File: config.mk
export PLATFORM = sky130hd
export DESIGN_NAME = multi_edge_detect
export DESIGN_NICKNAME = d
export VERILOG_FILES = /design/src/rtl/multi_edge_detect.sv
export SDC_FILE = /design/constraint.sdc
export NUM_CORES = 1
export LEC_CHECK = 0
export ABC_AREA = 1
export CAP_MARGIN = 40
export CORE_MARGIN = 2
export CORE_UTILIZATION = 30
export CTS_BUF_LIST = sky130_fd_sc_hd__clkbuf_4 sky130_fd_sc_hd__clkbuf_8 sky130_fd_sc_hd__clkbuf_16
export DETAILED_ROUTE_END_ITERATION = 7
export GPL_ROUTABILITY_DRIVEN = 0
export GPL_TIMING_DRIVEN = 0
export PLACE_DENSITY = 0.57
export SKIP_CTS_REPAIR_TIMING = 1
export SLEW_MARGIN = 20
export SYNTH_ARGS = -nofsm -noshare
export SYNTH_HDL_FRONTEND = slang
export SYNTH_SLANG_ARGS = --single-unit
File: constraint.sdc
create_clock -name clk -period 1.65 [get_ports clk]
set_clock_uncertainty 0.15 [all_clocks]
set_input_delay 0.2475 -clock clk [delete_from_list [all_inputs] [get_ports clk]]
set_output_delay 0.2475 -clock clk [all_outputs]
set_load 0.05 [all_outputs]
File: src/rtl/multi_edge_detect.sv
// Multi-channel edge detector: per-channel synchroniser, stable-count debounce, mode-selected edge pulse and sticky flag.
// Latency: SYNC_STAGES + DEBOUNCE_CYCLES clocks from a clean input step to level/edge_pulse/sticky.
// Backpressure: none; pulses are single-cycle, toggling faster than the debounce window is filtered rather than queued.
module multi_edge_detect #(
    parameter int CHANNELS        = 4,
    parameter int SYNC_STAGES     = 2,
    parameter int DEBOUNCE_CYCLES = 4
) (
    input  logic                clk,
    input  logic                rst,
    input  logic [CHANNELS-1:0] signal,
    input  logic [1:0]          mode,
    input  logic [CHANNELS-1:0] clr,
    output logic [CHANNELS-1:0] level,
    output logic [CHANNELS-1:0] edge_pulse,
    output logic                edge_any,
    output logic [CHANNELS-1:0] sticky
);

    // A one-cycle window still needs a 1-bit counter that is never incremented.
    localparam int               CNT_W    = (DEBOUNCE_CYCLES > 1) ? $clog2(DEBOUNCE_CYCLES) : 1;
    localparam logic [CNT_W-1:0] CNT_LAST = CNT_W'(DEBOUNCE_CYCLES - 1);

    localparam logic [1:0] MODE_RISE = 2'b00;
    localparam logic [1:0] MODE_FALL = 2'b01;
    localparam logic [1:0] MODE_BOTH = 2'b10;

    logic [CHANNELS-1:0] sync_q [SYNC_STAGES];
    logic [CHANNELS-1:0] syn;
    logic [CNT_W-1:0]    cnt_q   [CHANNELS];
    logic [CNT_W-1:0]    cnt_nxt [CHANNELS];
    logic [CHANNELS-1:0] level_nxt;
    logic [CHANNELS-1:0] accept;
    logic [CHANNELS-1:0] pulse_nxt;
    logic                rise_en;
    logic                fall_en;

    always_ff @(posedge clk) begin
        if (rst) begin
            for (int s = 0; s < SYNC_STAGES; s++) begin
                sync_q[s] <= '0;
            end
        end else begin
            sync_q[0] <= signal;
            for (int s = 1; s < SYNC_STAGES; s++) begin
                sync_q[s] <= sync_q[s-1];
            end
        end
    end

    assign syn = sync_q[SYNC_STAGES-1];

    // A deviation must persist for DEBOUNCE_CYCLES consecutive samples; any return to level restarts it.
    always_comb begin
        rise_en   = (mode == MODE_RISE) || (mode == MODE_BOTH);
        fall_en   = (mode == MODE_FALL) || (mode == MODE_BOTH);
        level_nxt = level;
        accept    = '0;
        for (int i = 0; i < CHANNELS; i++) begin
            cnt_nxt[i] = '0;
            if (syn[i] != level[i]) begin
                if (cnt_q[i] == CNT_LAST) begin
                    level_nxt[i] = syn[i];
                    accept[i]    = 1'b1;
                end else begin
                    cnt_nxt[i] = cnt_q[i] + CNT_W'(1);
                end
            end
        end
        pulse_nxt = accept & ((level_nxt & {CHANNELS{rise_en}}) |
                              (~level_nxt & {CHANNELS{fall_en}}));
    end

    always_ff @(posedge clk) begin
        if (rst) begin
            level      <= '0;
            edge_pulse <= '0;
            edge_any   <= 1'b0;
            sticky     <= '0;
            for (int i = 0; i < CHANNELS; i++) begin
                cnt_q[i] <= '0;
            end
        end else begin
            level      <= level_nxt;
            edge_pulse <= pulse_nxt;
            edge_any   <= |pulse_nxt;
            // A new event in the same cycle as its clear must survive.
            sticky     <= (sticky & ~clr) | pulse_nxt;
            for (int i = 0; i < CHANNELS; i++) begin
                cnt_q[i] <= cnt_nxt[i];
            end
        end
    end

endmodule
# [Word-level counts from Yosys, hierarchy flattened]
# Memories as Yosys holds them, arrays and structs flattened.
# Index checks and enable logic that the tools add are counted.
[totals] regBits=13 mem_bits_rw=16 in_bits=12 out_inout_bits=13 elab_cells=71 n_memories=2
[classes] add_sub_neg=4 n_eq_ne=10 muxes=33 n_bitwise=14 reduce_logical=4
[mem_list] memory="cnt_q" depth=4 word_bits=2 rd=4 rd_clocked_by_memory_dff=0 wr=4 line="30" source="logic [CNT_W-1:0] cnt_q [CHANNELS];"
[mem_list] memory="sync_q" depth=2 word_bits=4 rd=2 rd_clocked_by_memory_dff=0 wr=2 line="28" source="logic [CHANNELS-1:0] sync_q [SYNC_STAGES];"
[op_table] op="$mux 2" n=12
[op_table] op="$mux 1" n=19
[op_table] op="$and 4x4->4" n=4
[op_table] op="$eq 2x2->1 const B" n=5
[op_table] op="$add 2x1->2 const B" n=4
[op_table] op="$mux 4" n=2
[op_table] op="$not 4->4" n=2
[op_table] op="$or 4x4->4" n=2
[op_table] op="$or 1x1->1" n=6
[op_table] op="$ne 1x1->1" n=4
[op_table] op="$reduce_or 4->1" n=1
[op_table] op="$eq 2x1->1 const B" n=1
[op_table] op="$logic_not 2->1" n=1
[op_table] op="$logic_or 1x1->1" n=2

# [Longest topological paths before layout]
[logic_depth] depth_word=8 depth_mapped=8 depth_no_buf=8

# [Least setup slack after synthesis]
# OpenSTA, ideal clock, no wires.
[synth_timing] path_type="reg2reg" from="register level[1]" to="register edge_any" setup_ps=128 arrival_time_ps=1257 required_time_ps=1372 setup_slack_ps=115 path_stages_with_launch=8 n_path_buf=0 synth_period_minus_slack_ps=1535 cell_sequence="dfxtp_1 inv_1 o21ai_0 nand2_1 nand2_1 nand2_1 nor2_1 nor2_1"
[synth_via] elab_chain_len=7 elab_cells_between_ends=10 cone_classes="eq/ne (1); mux (3); bitwise (5); reduce/logical (1)"
[synth_lines] element="start: declaration" line="14" source="output logic [CHANNELS-1:0] level,"
[synth_lines] element="start signal: assignment" line="84" source="level <= level_nxt;"
[synth_lines] element="$mux 1 or $ne 1x1->1 (tied branches)" line="62, 61"
[synth_lines] element="$mux 1" line="61" source="if (syn[i] != level[i]) begin"
[synth_lines] element="$not 4->4" line="71" source="(~level_nxt & {CHANNELS{fall_en}}));"
[synth_lines] element="$and 4x4->4" line="71"
[synth_lines] element="$or 4x4->4" line="70" source="pulse_nxt = accept & ((level_nxt & {CHANNELS{rise_en}}) |"
[synth_lines] element="$and 4x4->4 *" line="70"
[synth_lines] element="$reduce_or 4->1 *" line="86" source="edge_any <= |pulse_nxt;"
[synth_lines] element="end signal: assignment" line="86"
[synth_lines] element="end: declaration" line="16" source="output logic edge_any,"
# Mark *: on every way between the ends. The rest lies on a longest branch, timed or not.
# A chain may end at the register's enable or synchronous reset.

# [Final worst setup path]
[layout_timing] from="input mode[0]" to="register edge_any"
[layout_via] elab_chain_len=6 elab_cells_between_ends=10 cone_classes="eq/ne (2); bitwise (4); reduce/logical (4)"
[layout_lines] element="start: declaration" line="12" source="input logic [1:0] mode,"
[layout_lines] element="$eq 2x2->1, or another cell as far along" line="55, 56"
[layout_lines] element="$logic_or 1x1->1 (on tied branches)" line="55, 56"
[layout_lines] element="$and 4x4->4 (on tied branches)" line="70, 71"
[layout_lines] element="$or 4x4->4 *" line="70"
[layout_lines] element="$and 4x4->4 *" line="70"
[layout_lines] element="$reduce_or 4->1 *" line="86"
# Marked as above.

==> impl_metrics.prom <==
# TYPE chip_impl_metric gauge
chip_impl_info{name="outcome",value="complete, no violations"} 1
chip_impl_metric{name="global_route.usage.met1",unit="%"} 12.17
chip_impl_info{name="hold_end",value="sync_q[0][7]"} 1
chip_impl_metric{name="route.final.wire_length",unit="µm"} 2193
chip_impl_info{name="crit-reg2reg-launch",value="cnt_q[2][0]"} 1
chip_impl_metric{name="r2r_cells",unit=""} 7
chip_impl_metric{name="die_w",unit="µm"} 64.27
chip_impl_metric{name="drc",unit=""} 0
chip_impl_metric{name="critical_path.max_fanout",unit=""} 4
chip_impl_info{name="grt_busiest_layer",value="met2"} 1
chip_impl_metric{name="post_synth_inst_count",unit=""} 144
chip_impl_metric{name="synth-seq-area-share",unit="%"} 53.27
chip_impl_metric{name="mappedNetlistNets",unit=""} 162
chip_impl_info{name="tritoncts_clock_tree",value="yes"} 1
chip_impl_info{name="hold_path_class",value="flop to flop"} 1
chip_impl_metric{name="syn_avg_cell_area",unit="µm²"} 7.568
chip_impl_info{name="startpoint_type",value="input port"} 1
chip_impl_metric{name="tritoncts_num_sinks",unit=""} 29
chip_impl_metric{name="fp.dieArea",unit="µm²"} 4131
chip_impl_metric{name="max-slew-margin-rel",unit="%"} 65.59
chip_impl_info{name="r2r_end",value="edge_any"} 1
chip_impl_metric{name="use_met3",unit="%"} 4.401
chip_impl_metric{name="fin_util",unit="%"} 44.21
chip_impl_metric{name="synth_area",unit="µm²"} 1090
chip_impl_metric{name="finalHoldViolations",unit=""} 0
chip_impl_metric{name="die_y",unit="µm"} 64.27
chip_impl_metric{name="clkSlewWorstSetupHoldPaths",unit="ns"} 0.09
chip_impl_metric{name="rows",unit=""} 21
chip_impl_metric{name="clock_tree.buffer_depth",unit=""} 2
chip_impl_metric{name="fin_worst_hold_slack",unit="ns"} 0.2536
chip_impl_metric{name="nNetsFinal",unit=""} 193
chip_impl_metric{name="maxSlewViolCount",unit=""} 0
chip_impl_metric{name="min_period_over_period",unit="%"} 93.68
chip_impl_info{name="hold_path_startpoint",value="sync_q[0][3]"} 1
chip_impl_info{name="cts_root_buf",value="clkbuf_4"} 1
chip_impl_metric{name="postSynthRegisterBits",unit=""} 29
chip_impl_metric{name="worst_ep_required_time",unit="ns"} 1.69
chip_impl_metric{name="cts-buffers-inserted",unit=""} 5
chip_impl_metric{name="area_delta_synth_final",unit="%"} 38.58
chip_impl_metric{name="initial_core_util",unit="%"} 31.90
chip_impl_metric{name="route.vias.total",unit=""} 912
chip_impl_metric{name="power_per_cell_area",unit="nW/µm²"} 847.2
chip_impl_metric{name="global_route_wire_length_before_repair",unit="µm"} 3781
chip_impl_metric{name="first_global_vias",unit=""} 909
chip_impl_metric{name="starting_drt_drc_count",unit=""} 9
chip_impl_metric{name="post_detailed_placement_half_perimeter_wirelength",unit="µm"} 1598
chip_impl_metric{name="number_of_maximum_capacitance_violations",unit=""} 0
chip_impl_metric{name="h-tree-depth",unit=""} 2
chip_impl_metric{name="grt_start_max_net_pins",unit=""} 11
chip_impl_metric{name="wl_per_cell",unit="µm"} 9.878
chip_impl_metric{name="core_area",unit="µm²"} 3416
chip_impl_metric{name="groute.layer.met2.usage",unit="%"} 22.14
chip_impl_metric{name="maxClockFrequency",unit="MHz"} 647.0
chip_impl_metric{name="antenna-diode-count",unit=""} 0
chip_impl_metric{name="ir_drop",unit="mV"} 0.4796
chip_impl_info{name="endpoint_kind",value="flop"} 1
chip_impl_metric{name="port_buffers",unit=""} 24
chip_impl_metric{name="worst_pin_slew",unit="ns"} 0.5153
chip_impl_metric{name="boundaryPins",unit=""} 25
chip_impl_info{name="top_library_cells_by_usage_in_the_layout_fill_and_taps_aside",value="inv_1 (30), nand2_1 (30), nor2_1 (30), dfxtp_1 (29), dlymetal6s2s_1 (13)"} 1
chip_impl_metric{name="final_antenna_net_count",unit=""} 0
chip_impl_metric{name="gr-total-overflow",unit=""} 0
chip_impl_metric{name="number_of_antenna_violations_at_the_first_check_in_global_routing",unit=""} 0
chip_impl_metric{name="ff_latch_area",unit="µm²"} 580.6
chip_impl_metric{name="clkLatencyLatePin",unit="ns"} 0.32
chip_impl_metric{name="synth_top_cell_area_share",unit="%"} 53.27
chip_impl_metric{name="multi_input_comb_area",unit="µm²"} 409.1
chip_impl_metric{name="synth_warnings",unit=""} 0
chip_impl_metric{name="worstHoldPathCells",unit=""} 2
chip_impl_metric{name="static-leakage-power",unit="nW"} 0.8805
chip_impl_metric{name="timing.final.crit_period",unit="ns"} 1.546
chip_impl_metric{name="detail_route.vias_per_cell",unit=""} 4.108
chip_impl_metric{name="fill_cells",unit=""} 370
chip_impl_metric{name="grt.total_usage",unit="%"} 12.35
chip_impl_metric{name="rrSetupSlack",unit="ns"} 0.13
chip_impl_metric{name="synth.distinct_cells",unit=""} 9
chip_impl_metric{name="worst_ep_arrival_time",unit="ns"} 1.59
chip_impl_metric{name="setup_viol_count_final",unit=""} 0
chip_impl_metric{name="final_layout_size_suffix_gt1_share",unit="%"} 5.682
chip_impl_metric{name="detail_route.first_pass.iterations",unit=""} 2
chip_impl_info{name="critPathKind",value="input port to flop"} 1
chip_impl_info{name="post_synth_main_area_contributors",value="dfxtp_1 (53%), nor2_1 (11%), inv_1 (10%)"} 1
chip_impl_info{name="synth.largest_area_cell",value="dfxtp_1"} 1
==> state kept, by name, indices dropped and copies added (netlist names) <==
signal and count:
cnt_q 8, edge_any 1, sync_q 8, level 4, edge_pulse 4, sticky 4
==> per-layer routing <==
layer	part of all wire, %	wire [µm]
met1	43	942
met2	50	1092
met3	5.1	112
met4	2.0	44
met5	0	0
==> synth_stat cells <==
master	count
inv_1	30
a21oi_1	4
or3_1	4
dfxtp_1	29
nor2_1	31
ha_1	6
o21ai_0	8
clkbuf_1	2
nand2_1	30
==> logic make-up after synthesis <==
kind of cell | share of synthesized area, %
compound gates | 5.511
fa+ha+maj | 6.888
buf+inv | 11.02
flops | 53.27
simple gates | 23.31
==> metrics by stage <==
step	area [µm²]	setup WS, ns	total power (W)	TNS [ns]	std cells
after floorplan	1090	0.1150	0.0007637	0	144
after global placement	1388	-0.3658	0.0008016	-2.113	214
after detailed placement	1388	-0.3394	0.0008048	-1.961	214
after CTS	1458	-0.2690	0.001287	-2.900	222
after global routing	1510	-0.004166	0.001347	-0.004166	222
final	1510	0.1043	0.001279	0	222
==> power by group <==
group          internal, W  leakage, nW  total (W)  switching, W
sequential        0.000711        0.236   0.000718    0.00000638
combinational    0.0000409        0.604  0.0000771     0.0000362
clock             0.000247       0.0413   0.000484      0.000238
total             0.000999        0.880    0.00128      0.000280
==> critical path, stage by stage <==
cell             delay [ns]
clkdlybuf4s50_1        0.46
inv_1                  0.07
ha_1                   0.23
nor2_4                 0.16
nand2_1                0.07
nand2_1                0.14
nand2_1                0.07
nor2_1                 0.10
nor2_1                 0.04
==> area by class of cell <==
type	count	share of cell area, %
plain buffers	2	0.4971
clock buffers	7	4.308
clock inverters	1	0.3314
inverters	30	7.456
multi-input cells	83	27.09
flip-flops and latches	29	38.44
well taps	46	3.811
repair buffers	24	18.06
==> worst max path at each step <==
| stage | slack (ns) | start | cells after the start | end |
|---|---|---|---|---|
| 6_report | 0.10 | mode[0] | 9 | edge_any |
| 2_1_floorplan | 0.11 | level[1] | 7 | edge_any |
| 3_3_place_gp | -0.37 | mode[0] | 9 | edge_any |
| 5_1_grt | -0.004 | cnt_q[2][0] | 7 | edge_any |
| 4_1_cts | -0.27 | level[3] | 1 | level[3] |
| 3_5_place_dp | -0.34 | mode[1] | 9 | edge_any |
No activity file was read; power rests on OpenSTA's default activity.
